[src/rtl/riscv_pq_multer_ctrl_if.sv]
// EX-stage handshake between the pipeline and the PQ multiplier sequencer.
// The EX stage is the master; the sequencer is the slave.
interface riscv_pq_multer_ctrl_if #(
    parameter int DATA_WIDTH = 32
) ();
    logic                  enable_i;
    logic [6:0]            operator_i;
    logic [DATA_WIDTH-1:0] operand_a_i;
    logic [31:0]           operand_b_i;
    logic                  ready_o;
    logic                  result_valid_o;
    logic [DATA_WIDTH-1:0] result_o;
    logic                  illegal_o;

    modport master (
        output enable_i, operator_i, operand_a_i, operand_b_i,
        input  ready_o, result_valid_o, result_o, illegal_o
    );

    modport slave (
        input  enable_i, operator_i, operand_a_i, operand_b_i,
        output ready_o, result_valid_o, result_o, illegal_o
    );
endinterface

[src/rtl/riscv_pq_multer_ctrl.sv]
// Sequencer between EX and the polynomial-multiplier accelerator.
// Decodes MULTER_WRITE/CALC/READ, drives the coefficient memory and the
// start/done interface, stalls via ready_o and profiles calculation latency.
module riscv_pq_multer_ctrl #(
    parameter int ADDR_WIDTH = 8,
    parameter int DATA_WIDTH = 32,
    parameter int CNT_WIDTH  = 16
) (
    input  logic                  clk,
    input  logic                  rst,
    riscv_pq_multer_ctrl_if.slave ex,
    output logic                  core_we_o,
    output logic                  core_re_o,
    output logic [ADDR_WIDTH-1:0] core_addr_o,
    output logic [DATA_WIDTH-1:0] core_wdata_o,
    input  logic [DATA_WIDTH-1:0] core_rdata_i,
    output logic                  core_start_o,
    input  logic                  core_done_i,
    output logic                  calc_busy_o,
    output logic [CNT_WIDTH-1:0]  calc_cycles_o
);

    localparam logic [6:0] OP_WRITE = 7'b0000000;
    localparam logic [6:0] OP_CALC  = 7'b0000001;
    localparam logic [6:0] OP_READ  = 7'b0000010;

    typedef enum logic [2:0] {
        IDLE,
        WR,
        RD_REQ,
        RD_WAIT,
        RESP
    } state_t;

    state_t                state_q;
    logic                  core_we_q;
    logic                  core_re_q;
    logic                  core_start_q;
    logic [ADDR_WIDTH-1:0] core_addr_q;
    logic [DATA_WIDTH-1:0] core_wdata_q;
    logic                  result_valid_q;
    logic [DATA_WIDTH-1:0] result_q;
    logic                  illegal_q;
    logic                  calc_busy_q;
    logic [CNT_WIDTH-1:0]  cnt_q;

    logic                  is_mult_op;
    logic                  ready;
    logic                  accept;
    logic [ADDR_WIDTH-1:0] idx;

    assign idx = ex.operand_b_i[ADDR_WIDTH-1:0];

    // Ready only in IDLE; multiplier ops additionally wait for the accelerator.
    always_comb begin
        is_mult_op = (ex.operator_i == OP_WRITE) ||
                     (ex.operator_i == OP_CALC)  ||
                     (ex.operator_i == OP_READ);
        ready      = (state_q == IDLE) && !(is_mult_op && calc_busy_q);
        accept     = ex.enable_i && ready;
    end

    // FSM, strobes, response and latency counter, all registered.
    always_ff @(posedge clk) begin
        if (rst) begin
            state_q        <= IDLE;
            core_we_q      <= 1'b0;
            core_re_q      <= 1'b0;
            core_start_q   <= 1'b0;
            core_addr_q    <= '0;
            core_wdata_q   <= '0;
            result_valid_q <= 1'b0;
            result_q       <= '0;
            illegal_q      <= 1'b0;
            calc_busy_q    <= 1'b0;
            cnt_q          <= '0;
        end else begin
            core_we_q      <= 1'b0;
            core_re_q      <= 1'b0;
            core_start_q   <= 1'b0;
            result_valid_q <= 1'b0;
            illegal_q      <= 1'b0;

            // The counter covers the start cycle through the done cycle and
            // saturates instead of wrapping.
            if (calc_busy_q) begin
                if (cnt_q != '1) begin
                    cnt_q <= cnt_q + CNT_WIDTH'(1);
                end
                if (core_done_i) begin
                    calc_busy_q <= 1'b0;
                end
            end

            // Strobes are set on acceptance so they appear in the state that names them.
            case (state_q)
                IDLE: begin
                    if (accept) begin
                        case (ex.operator_i)
                            OP_WRITE: begin
                                core_addr_q    <= idx;
                                core_wdata_q   <= ex.operand_a_i;
                                core_we_q      <= 1'b1;
                                result_valid_q <= 1'b1;
                                result_q       <= '0;
                                state_q        <= WR;
                            end
                            OP_READ: begin
                                core_addr_q <= idx;
                                core_re_q   <= 1'b1;
                                state_q     <= RD_REQ;
                            end
                            OP_CALC: begin
                                core_start_q   <= 1'b1;
                                calc_busy_q    <= 1'b1;
                                cnt_q          <= '0;
                                result_valid_q <= 1'b1;
                                result_q       <= '0;
                            end
                            default: begin
                                result_valid_q <= 1'b1;
                                result_q       <= '0;
                                illegal_q      <= 1'b1;
                            end
                        endcase
                    end
                end
                WR:      state_q <= IDLE;
                RD_REQ:  state_q <= RD_WAIT;
                RD_WAIT: begin
                    result_q       <= core_rdata_i;
                    result_valid_q <= 1'b1;
                    state_q        <= RESP;
                end
                RESP:    state_q <= IDLE;
                default: state_q <= IDLE;
            endcase
        end
    end

    assign ex.ready_o        = ready;
    assign ex.result_valid_o = result_valid_q;
    assign ex.result_o       = result_q;
    assign ex.illegal_o      = illegal_q;
    assign core_we_o         = core_we_q;
    assign core_re_o         = core_re_q;
    assign core_addr_o       = core_addr_q;
    assign core_wdata_o      = core_wdata_q;
    assign core_start_o      = core_start_q;
    assign calc_busy_o       = calc_busy_q;
    assign calc_cycles_o     = cnt_q;

endmodule

[src/flat_wrapper.sv]
// flat-port wrapper written by rule: the top's interface ports become plain ports
module riscv_pq_multer_ctrl_flat 
#(
    parameter int ADDR_WIDTH = 8,
    parameter int DATA_WIDTH = 32,
    parameter int CNT_WIDTH  = 16
)
  (clk, rst, core_we_o, core_re_o, core_addr_o, core_wdata_o, core_rdata_i, core_start_o, core_done_i, calc_busy_o, calc_cycles_o, ex_enable_i, ex_operator_i, ex_operand_a_i, ex_operand_b_i, ex_ready_o, ex_result_valid_o, ex_result_o, ex_illegal_o);
  riscv_pq_multer_ctrl_if #(.DATA_WIDTH(DATA_WIDTH)) ex_i ();
  input  logic clk;
  input  logic rst;
  output logic core_we_o;
  output logic core_re_o;
  output logic [ADDR_WIDTH-1:0] core_addr_o;
  output logic [DATA_WIDTH-1:0] core_wdata_o;
  input  logic [DATA_WIDTH-1:0] core_rdata_i;
  output logic core_start_o;
  input  logic core_done_i;
  output logic calc_busy_o;
  output logic [CNT_WIDTH-1:0] calc_cycles_o;
  input wire logic [$bits(ex_i.enable_i)-1:0] ex_enable_i;
  input wire logic [$bits(ex_i.operator_i)-1:0] ex_operator_i;
  input wire logic [$bits(ex_i.operand_a_i)-1:0] ex_operand_a_i;
  input wire logic [$bits(ex_i.operand_b_i)-1:0] ex_operand_b_i;
  output wire logic [$bits(ex_i.ready_o)-1:0] ex_ready_o;
  output wire logic [$bits(ex_i.result_valid_o)-1:0] ex_result_valid_o;
  output wire logic [$bits(ex_i.result_o)-1:0] ex_result_o;
  output wire logic [$bits(ex_i.illegal_o)-1:0] ex_illegal_o;
  assign ex_i.enable_i = ex_enable_i;
  assign ex_i.operator_i = ex_operator_i;
  assign ex_i.operand_a_i = ex_operand_a_i;
  assign ex_i.operand_b_i = ex_operand_b_i;
  assign ex_ready_o = ex_i.ready_o;
  assign ex_result_valid_o = ex_i.result_valid_o;
  assign ex_result_o = ex_i.result_o;
  assign ex_illegal_o = ex_i.illegal_o;
  riscv_pq_multer_ctrl #(.ADDR_WIDTH(ADDR_WIDTH), .DATA_WIDTH(DATA_WIDTH), .CNT_WIDTH(CNT_WIDTH)) u_core (.clk(clk), .rst(rst), .ex(ex_i), .core_we_o(core_we_o), .core_re_o(core_re_o), .core_addr_o(core_addr_o), .core_wdata_o(core_wdata_o), .core_rdata_i(core_rdata_i), .core_start_o(core_start_o), .core_done_i(core_done_i), .calc_busy_o(calc_busy_o), .calc_cycles_o(calc_cycles_o));
endmodule
[config.mk]
export PLATFORM = sky130hd
export DESIGN_NAME = riscv_pq_multer_ctrl_flat
export DESIGN_NICKNAME = d
export VERILOG_FILES = /design/src/rtl/riscv_pq_multer_ctrl_if.sv /design/src/rtl/riscv_pq_multer_ctrl.sv /design/src/flat_wrapper.sv
export SDC_FILE = /design/constraint.sdc
export NUM_CORES = 1
export LEC_CHECK = 0
export ABC_AREA = 0
export BUFFER_PORTS_ARGS = -buffer_cell sky130_fd_sc_hd__buf_4
export CORE_AREA = 10 10 73 137
export CTS_CLUSTER_DIAMETER = 100
export DETAILED_ROUTE_END_ITERATION = 8
export DIE_AREA = 0 0 83 147
export HOLD_SLACK_MARGIN = 0.12
export PLACE_DENSITY_LB_ADDON = 0.12
export SLEW_MARGIN = 20
export SYNTH_ARGS = -nofsm -noshare
export SYNTH_HDL_FRONTEND = slang
export SYNTH_SLANG_ARGS = --single-unit
[constraint.sdc]
create_clock -name clk -period 4 [get_ports clk]
set_input_delay 0.6 -clock clk [delete_from_list [all_inputs] [get_ports clk]]
set_output_delay 0.6 -clock clk [all_outputs]
set_load 0.01 [all_outputs]
After elaboration in Yosys (flattened, before gate mapping):

Index checks and enable logic that the tools add are counted.

* bits in registers: 97
* input port bits: 107
* output and inout bits: 95

* $add $sub $neg: 1
* eq/ne operators: 8
* muxes and demuxes: 23
* bitwise logic cells: 2
* reduce and logical (&&, ||, !) cells: 16

Operator list (number)
* $mux W16: 5
* $mux W32: 2
* $pmux W32 S2: 1
* $add A16 B1 Y16 const B: 1
* $ne A16 B16 Y1 const B: 1
* $mux W1: 11
* $pmux W3 S3: 1
* $reduce_and A3 Y1: 3
* $eq A7 B1 Y1 const B: 1
* $eq A7 B2 Y1 const B: 1
* $logic_not A7 Y1: 1
* $eq A3 B2 Y1 const B: 2
* $pmux W3 S2: 1
* $reduce_or A3 Y1: 2
* $logic_and A1 B1 Y1: 3
* $logic_not A3 Y1: 1
* $mux W3: 1
* $ne A3 B1 Y1 const B: 1
* $logic_or A1 B1 Y1: 2
* $ne A2 B1 Y1 const B: 1
* $ne A2 B2 Y1 const B: 1
* $not A1 Y1: 2
* $pmux W1 S2: 1
* $reduce_and A2 Y1: 1
* 3 further kinds: 3

Logic depth before layout (Yosys ltp):

Gate-level depths: netlist of the first run.

* depth in word-level cells: 9
* gate-level depth with buffers: 6
* gate-level depth less buffers: 5

Worst setup path after synthesis of the first run:

OpenSTA, ideal clock, no wires.

* path type: in2reg
* start point: input ex_operator_i[4]
* end point: register u_core.cnt_q[6] (netlist: u_core.calc_cycles_o[6])
* library setup time: 125 ps
* arrival time: 2193 ps
* data required time: 3875 ps
* slack: 1681 ps
* stages: 6
* buffers on the path: 2
* path through: or4_4 buf_6 or3_4 o31ai_4 buf_6 a21oi_1

* longest elaborated chain between the ends: 9
* elaborated cells on any way between the ends: 12

Ends and longest elaborated chain
* from (decl): line flat_wrapper.sv:22 `input wire logic [$bits(ex_i.operator_i)-1:0] ex_operator_i;`
* $eq A7 B1 Y1 or $logic_not A7 Y1 (tied branches): line riscv_pq_multer_ctrl.sv:57, riscv_pq_multer_ctrl.sv:99, riscv_pq_multer_ctrl.sv:56
* $logic_or A1 B1 Y1: line riscv_pq_multer_ctrl.sv:56 `is_mult_op = (ex.operator_i == OP_WRITE) ||`
* $logic_or A1 B1 Y1: line riscv_pq_multer_ctrl.sv:57 `(ex.operator_i == OP_CALC) ||`
* $logic_and A1 B1 Y1: line riscv_pq_multer_ctrl.sv:59 `ready = (state_q == IDLE) && !(is_mult_op && calc_busy_q);`
* $logic_not A1 Y1: line riscv_pq_multer_ctrl.sv:59
* $logic_and A1 B1 Y1: line riscv_pq_multer_ctrl.sv:59
* $logic_and A1 B1 Y1: line riscv_pq_multer_ctrl.sv:60 `accept = ex.enable_i && ready;`
* $mux W16 (*): line riscv_pq_multer_ctrl.sv:98 `if (accept) begin`
* $mux W16 (*): line riscv_pq_multer_ctrl.sv:96 `case (state_q)`
* to (signal assigned): line riscv_pq_multer_ctrl.sv:88 `cnt_q <= cnt_q + CNT_WIDTH'(1);`
* to (decl): line riscv_pq_multer_ctrl.sv:45 `logic [CNT_WIDTH-1:0] cnt_q;`

Mark *: on every way between the ends. The rest lies on a longest branch, timed or not.
A chain may end at the register's enable or synchronous reset.

Final worst setup path of the first run:

* start point: input ex_operator_i[4]
* end point: output ex_ready_o

* longest elaborated chain between the ends: 6
* elaborated cells on any way between the ends: 8

Ends and longest elaborated chain
* $eq A7 B1 Y1 or $logic_not A7 Y1 (tied branches): line riscv_pq_multer_ctrl.sv:57, riscv_pq_multer_ctrl.sv:56
* $logic_or A1 B1 Y1: line riscv_pq_multer_ctrl.sv:56
* $logic_or A1 B1 Y1 (*): line riscv_pq_multer_ctrl.sv:57
* $logic_and A1 B1 Y1 (*): line riscv_pq_multer_ctrl.sv:59
* $logic_not A1 Y1 (*): line riscv_pq_multer_ctrl.sv:59
* $logic_and A1 B1 Y1 (*): line riscv_pq_multer_ctrl.sv:59
* to (decl): line flat_wrapper.sv:25 `output wire logic [$bits(ex_i.ready_o)-1:0] ex_ready_o;`

Marks and branches as above.

==> reports/results.md, run 1 <==
| Quantity | Reported |
|---|---|
| Root Driver | sky130_fd_sc_hd__clkbuf_16 |
| Cell depth of the worst hold path | 1 |
| Tmin final | 2.53 ns |
| Number of I/O pins | 202 |
| Remaining antenna violation count after routing | 0 |
| Fin Setup TNS | 0 ns |
| Slack of the worst reg-to-reg path | 1.72 ns |
| Overall track demand over capacity in global routing | 16.3% |
| Overflow left after global routing | 0 |
| Most numerous cell in the Yosys netlist | sky130_fd_sc_hd__dfxtp_1 |
| Clock tree from TritonCTS | built |
| Area taken by multi-input logic gates | 0.00157 mm² |
| Required time worst endpoint | 3.40 ns |
| Die Footprint | 0.0122 mm² |
| Number of antenna violations at the first check in global routing | 0 |
| Share of the cycle needed by the critical path after routing | 63.3% |
| Maximum buffer depth of the clock tree | 2 |
| CP Data Arrival Time | 1.93 ns |
| Library cell occupying the most area in the post-synthesis netlist | sky130_fd_sc_hd__dfxtp_1 |
| Hold EP | u_core.ex.result_o[22] |
| Maximum VDD drop | 0.238 mV |
| Reg2Reg Launch Point | u_core.state_q[2] |
| Area of the mapped netlist | 0.00366 mm² |
| Fraction of final layout cells with drive strength greater than 1 | 40.0% |
| Worst-case clock skew | 0.00596 ns |
| Number of fill cells | 667 |
| Final setup viols | 0 |
| Number of nets in the layout | 627 |
| Setup repair bufs after CTS | 0 |
| Area of the core | 0.00783 mm² |
| Count of hold-fix buffers inserted at cts | 0 |
| Number of max-cap violations | 0 |
| Final antenna diode count | 0 |
| Maximum clock frequency | 395 MHz |
| Area share of the leading cell type in the synthesized netlist | 53.0% |
| Number of remaining DRC errors | 0 |
| Primary FF master, synth | sky130_fd_sc_hd__dfxtp_1 |
| Count of vias placed by the detailed router | 3208 |
| Areal power density over the cells | 343 mW/mm² |
| Routed WL per cell | 16.6 µm |
| Most used standard cells in the synthesized netlist | sky130_fd_sc_hd__dfxtp_1, sky130_fd_sc_hd__nor2_1, sky130_fd_sc_hd__mux2i_1 |
| Register-to-Register Path Depth | 4 |
| Slew Viols, Final | 0 |
| Row count | 46 |
| Initial drt markers | 223 |
| Placer's final routability congestion estimate | 0.755 |
| Actual transition at the worst max-transition pin | 0.982 ns |
| End-of-flow core utilization | 67.3% |
| Number of buffers added by the clock tree synthesis step | 9 |
| PostCTS Resize Cnt | 0 |
| Die width | 83 µm |
| Final hold violations | 0 |
| Initial core utilization | 46.8% |
| Post-synthesis register bit count | 97 |
| LEAKAGE | 2.20 nW |
| HPWL after detailed placement | 7750 µm |
| Distinct cells, synth | 39 |
| Hold Path Origin | u_core.ex.result_o[22] |
| Crit start category | primary input |
| RSZ-0062 raised after global routing | false |
| Relative slew margins | 33.9% |
| Number of sinks handled by clock tree synthesis | 97 |
| Max FO, Critical Path | 7 |
| First-pass GRT wire length | 16700 µm |
| Kind of capture point of the worst setup path | output port |
| H-Tree Level Count | 3 |
| Yosys warns | 0 |
| Post-synthesis async set-or-reset flop share | 0% |
| Maximum number of pins on one net before global-route repair | 52 |
| Later-pin clock latency in the skew report | 0.33 ns |
| Sequential-to-total area share from yosys stat | 53.0% |
| Worst Setup Path Type | in -> out |
| Count of input and output buffers | 177 |
| Number of enable-type register cells in the synthesized netlist | 0 |
| Pre-antenna DRT Iters | 4 |
| Detailed Route WL | 10300 µm |
| Footprint of the flip-flops and latches | 0.00194 mm² |
| Number of nets in the synthesized netlist | 456 |
| Outcome | finished clean |
| Via count of the first global-routing pass | 3198 |
| Min-Delay Path Class | reg -> reg |
| Mean area per synthesized cell | 10.5 µm² |
| Ranking of synthesized cells by area | sky130_fd_sc_hd__dfxtp_1, sky130_fd_sc_hd__mux2i_1, sky130_fd_sc_hd__a22o_1, sky130_fd_sc_hd__nor2_1, sky130_fd_sc_hd__buf_6 |
| DR vias/cell | 5.19 |
| Vertical die dimension | 147 µm |
| Clock edge transition at the registers on the reported setup and hold paths | 0.06 ns |
| Cell count after synthesis | 348 |
| Capture instance of the worst register-to-register path | u_core.calc_cycles_o[2] |
| Area growth from synthesis to final layout | 43.9% |
metal layers:
layer / up-vias / global-route usage (%) / routed length (µm)
met5: - / 0 / 0
met4: 0 / 5.39 / 100
met3: 6 / 7.09 / 908
met2: 125 / 24.7 / 4790
met1: 1457 / 20.3 / 4480
li1: 1620 / - / -
cell families (layout without fill, tap and decap cells):
logic type                 Yosys count  in the layout  synth area share [%]
AOI/OAI and AO/OA                   65             65                  13.9
DFF                                 97             97                  53.0
xor gates and xnor gates             1              1                 0.239
muxes                               40             40                  10.9
buffers and inverters               27            201                  4.54
and+or+nand+nor                    117            117                  17.0
adders and majority gates            1              1                 0.342
cells in the final DEF (no fill, tap or decap), types with 2 or more instances in the layout:
cell	count
sky130_fd_sc_hd__o21ai_0	3
sky130_fd_sc_hd__or4_1	6
sky130_fd_sc_hd__o31ai_1	6
sky130_fd_sc_hd__a22o_1	26
sky130_fd_sc_hd__and3_1	3
sky130_fd_sc_hd__nor4_1	10
sky130_fd_sc_hd__clkinv_2	3
sky130_fd_sc_hd__clkbuf_16	9
sky130_fd_sc_hd__nor3_1	9
sky130_fd_sc_hd__a21oi_1	16
sky130_fd_sc_hd__nand2_1	8
sky130_fd_sc_hd__nand3_1	9
sky130_fd_sc_hd__nand2b_1	4
sky130_fd_sc_hd__nand4_1	5
sky130_fd_sc_hd__buf_4	182
sky130_fd_sc_hd__nor2_1	46
sky130_fd_sc_hd__inv_1	5
sky130_fd_sc_hd__dfxtp_1	97
sky130_fd_sc_hd__a22o_2	6
sky130_fd_sc_hd__mux2i_1	40
sky130_fd_sc_hd__a211oi_1	2
sky130_fd_sc_hd__or3_1	7
where the power goes:
group	internal, mW	switching [mW]
clock network	0.411	0.330
registers	0.968	0.00106
logic	0.0617	0.0384
total	1.44	0.370
per-stage QoR:
step / setup slack [ns] / instances / hold slack (ns) / cell area (µm²) / total power, mW
after detailed placement: 1.35 / 604 / 0.458 / 5020 / 1.09
after global placement: 1.35 / 604 / 0.458 / 5020 / 1.09
final: 1.47 / 618 / 0.475 / 5270 / 1.81
after floorplan: 1.68 / 348 / 0.484 / 3660 / 1.02
after global routing: 1.40 / 618 / 0.470 / 5270 / 1.87
after CTS: 1.45 / 618 / 0.459 / 5270 / 1.84
registers in the layout, summed over array words and instances, names as in the netlist:
name	cells
u_core.ex.result_valid_o	1
u_core.core_addr_o	8
u_core.calc_cycles_o	16
u_core.core_we_o	1
u_core.state_q	3
u_core.core_wdata_o	32
u_core.core_re_o	1
u_core.core_start_o	1
u_core.ex.illegal_o	1
u_core.calc_busy_o	1
u_core.ex.result_o	32
how the worst max path moves through the flow:
| stage | startpoint | to | slack, ns | cells after the start |
|---|---|---|---|---|
| 3_3_place_gp | ex_operator_i[4] | u_core.calc_cycles_o[12] | 1.35 | 5 |
| 2_1_floorplan | ex_operator_i[4] | u_core.calc_cycles_o[6] | 1.68 | 6 |
| 4_1_cts | ex_operator_i[4] | ex_ready_o | 1.45 | 5 |
| 6_report | ex_operator_i[4] | ex_ready_o | 1.47 | 5 |
| 5_1_grt | ex_operator_i[4] | ex_ready_o | 1.40 | 5 |
| 3_5_place_dp | ex_operator_i[4] | u_core.calc_cycles_o[14] | 1.35 | 5 |
layout make-up:
type | count | area share [%]
clock buffers | 10 | 4.34
clock inverters | 4 | 0.427
inverters | 5 | 0.356
multi-input cells | 224 | 29.8
flip-flops and latches | 97 | 36.8
well taps | 96 | 2.28
repair buffers | 182 | 25.9
worst max-delay path, stage by stage:
cell	delay [ns]
sky130_fd_sc_hd__buf_4	0.11
sky130_fd_sc_hd__or4_4	0.59
sky130_fd_sc_hd__a211oi_1	0.26
sky130_fd_sc_hd__a2111oi_0	0.16
sky130_fd_sc_hd__buf_4	0.21
Note: power is estimated with default switching activity, not from simulation.
==> run 2, diff against run 1 <==
- CORE_AREA: 10 10 73 137 -> 10 10 79 149
- DIE_AREA: 0 0 83 147 -> 0 0 89 159
- clock period: 4 -> 2.1 ns (I/O delays scaled with it)
==> run 2 against run 1 <==
Net effect:
- clock-buffer cell count is the same
- cell area grew 4.7%
- routed wire length grew 7.6%
- final cell count grew 3.2%
- first-iteration DRC count shrank 58%
- highest routed layer unchanged
- die area grew 16%
- sequential cell count is the same
- non-clock buffer count grew 11
- via count grew 2.4%
==> reports/results.md, run 2 (synthesis gave the netlist of run 1 again) <==
| Quantity | Reported |
|---|---|
| Crit start category | primary input |
| Number of sinks handled by clock tree synthesis | 97 |
| Area of the core | 0.00932 mm² |
| Number of max-cap violations | 0 |
| Worst-path cell with the longest stage delay | sky130_fd_sc_hd__or4_4 |
| Die width | 89 µm |
| Setup repair bufs after CTS | 0 |
| Row count | 50 |
| Min-Delay Path Class | in -> reg |
| HPWL after detailed placement | 8640 µm |
| CP Data Arrival Time | 1.66 ns |
| Post-route setup slack | 0.122 ns |
| LEAKAGE | 2.32 nW |
| Placer's final routability congestion estimate | 0.805 |
| Worst hold margin | 0.195 ns |
| Area taken by multi-input logic gates | 0.00157 mm² |
| Number of buffers added by the clock tree synthesis step | 9 |
| Remaining antenna violation count after routing | 0 |
| Met3 GRT Util | 5.17% |
| Root Driver | sky130_fd_sc_hd__clkbuf_16 |
| Category of cells accounting for the largest share of critical-path delay | simple AND/OR/NAND/NOR gates |
| Routed WL per cell | 17.3 µm |
| Final setup viols | 0 |
| Actual transition at the worst max-transition pin | 0.663 ns |
| Overflow left after global routing | 0 |
| Gr busiest metal | met2 |
| Number of remaining DRC errors | 0 |
| Relative slew margins | 55.5% |
| Outcome | finished clean |
| Maximum number of pins on one net before global-route repair | 34 |
| Final antenna diode count | 0 |
| Commonest non-fill, non-tap cell in the layout | sky130_fd_sc_hd__buf_4 |
| Areal power density over the cells | 730 mW/mm² |
| Initial drt markers | 93 |
| Standard cell area after detailed placement | 0.00515 mm² |
| Fraction of final layout cells with drive strength greater than 1 | 41.6% |
| Number of antenna violations at the first check in global routing | 0 |
| Worst setup slack before clock tree synthesis | 0.00868 ns |
| Maximum VDD drop | 0.666 mV |
| Required time worst endpoint | 1.78 ns |
| Pre-antenna DRT Iters | 4 |
| Vertical die dimension | 159 µm |
| Max FO, Critical Path | 5 |
| Worst Setup Path Type | in -> out |
| Slew Viols, Final | 0 |
| DR vias/cell | 5.15 |
| Worst-case clock skew | 0.00761 ns |
| Number of fill cells | 842 |
| Met2 usage | 28.1% |
| Clock edge transition at the registers on the reported setup and hold paths | 0.07 ns |
| H-Tree Level Count | 3 |
| First-pass GRT wire length | 17100 µm |
| Maximum buffer depth of the clock tree | 2 |
| Tmin final | 1.98 ns |
| PostCTS Resize Cnt | 0 |
| Count of hold-fix buffers inserted at cts | 0 |
| Maximum clock frequency | 506 MHz |
| Slack of the worst reg-to-reg path | 0.15 ns |
| Later-pin clock latency in the skew report | 0.33 ns |
| Critical path buffers and inverters | 2 |
| Kind of capture point of the worst setup path | output port |
| Fin Setup TNS | 0 ns |
| Number of nets in the layout | 638 |
| Number of I/O pins | 202 |
| Largest stage delay on the critical path | 0.58 ns |
| Highest-count cells in the layout ignoring fill and taps | sky130_fd_sc_hd__buf_4, sky130_fd_sc_hd__dfxtp_1, sky130_fd_sc_hd__nor2_1 |
| Count of input and output buffers | 177 |
| Cell area after layout | 0.00552 mm² |
| Clock tree from TritonCTS | built |
| Share of the cycle needed by the critical path after routing | 94.2% |
| Detailed Route WL | 11100 µm |
| Crit-path most repeated cell | sky130_fd_sc_hd__buf_4 |
| Count of vias placed by the detailed router | 3284 |
| GR Layer Usage met1 | 14.5% |
| Die Footprint | 0.0142 mm² |
| Initial core utilization | 39.3% |
| Footprint of the flip-flops and latches | 0.00194 mm² |
| Via count of the first global-routing pass | 3434 |
| Overall track demand over capacity in global routing | 15.1% |
| List of cells traversed by the critical path | buf_4 -> or4_4 -> a211oi_1 -> a2111oi_0 -> buf_4 |
| Area growth from synthesis to final layout | 50.6% |
| Final hold violations | 0 |
| RSZ-0062 raised after global routing | false |
run 2: cell types whose count changed in the layout (fill, tap and decap cells not counted):
| cell | delta |
|---|---|
| sky130_fd_sc_hd__bufinv_16 | +4 |
| sky130_fd_sc_hd__clkinv_2 | -3 |
| sky130_fd_sc_hd__buf_4 | +8 |
| sky130_fd_sc_hd__clkbuf_1 | -1 |
| sky130_fd_sc_hd__buf_12 | +3 |
| sky130_fd_sc_hd__clkbuf_8 | +1 |
run 2: area by class of cell:
cell class	instances	area share (%)
well taps	104	2.36
inverters	5	0.340
multi-input cells	224	28.5
flip-flops and latches	97	35.2
clock inverters	5	2.31
repair buffers	193	26.9
clock buffers	10	4.33
run 2: final timing paths:
| kind | start | to | cells after the start |
|---|---|---|---|
| worst max-delay path | ex_operator_i[4] | ex_ready_o | 5 |
| worst min-delay path | core_rdata_i[15] | u_core.ex.result_o[15] | 2 |
| worst max register to register | u_core.state_q[0] | u_core.calc_cycles_o[15] | 5 |
| worst min register to register | u_core.ex.result_o[17] | u_core.ex.result_o[17] | 1 |
run 2: layer usage:
layer  share of wire [%]  routed length [µm]
met2                  54                6020
met4                 1.7                 186
met3                 8.0                 885
met1                  36                3980
met5                   0                   0
run 2: worst reg2reg max path: stages, from the launching register on:
cell	delay (ns)
sky130_fd_sc_hd__dfxtp_1	0.36
sky130_fd_sc_hd__or4b_4	0.58
sky130_fd_sc_hd__or3_4	0.39
sky130_fd_sc_hd__o31ai_4	0.28
sky130_fd_sc_hd__buf_12	0.18
sky130_fd_sc_hd__a211oi_1	0.05
run 2: power breakdown:
group	leakage [nW]	switching, mW	total [mW]	internal (mW)
clock network	0.175	0.666	1.98	1.31
logic	1.36	0.0760	0.203	0.127
registers	0.781	0.00196	1.85	1.84
total	2.32	0.744	4.02	3.28
run 2: per-stage QoR:
stage	cells	utilization [%]	power, mW
CTS	638	59.2	4.08
floorplan	348	-	1.95
global placement	623	55.2	2.09
global route	638	59.2	4.16
finish	638	59.2	4.02
detailed placement	623	55.2	2.09
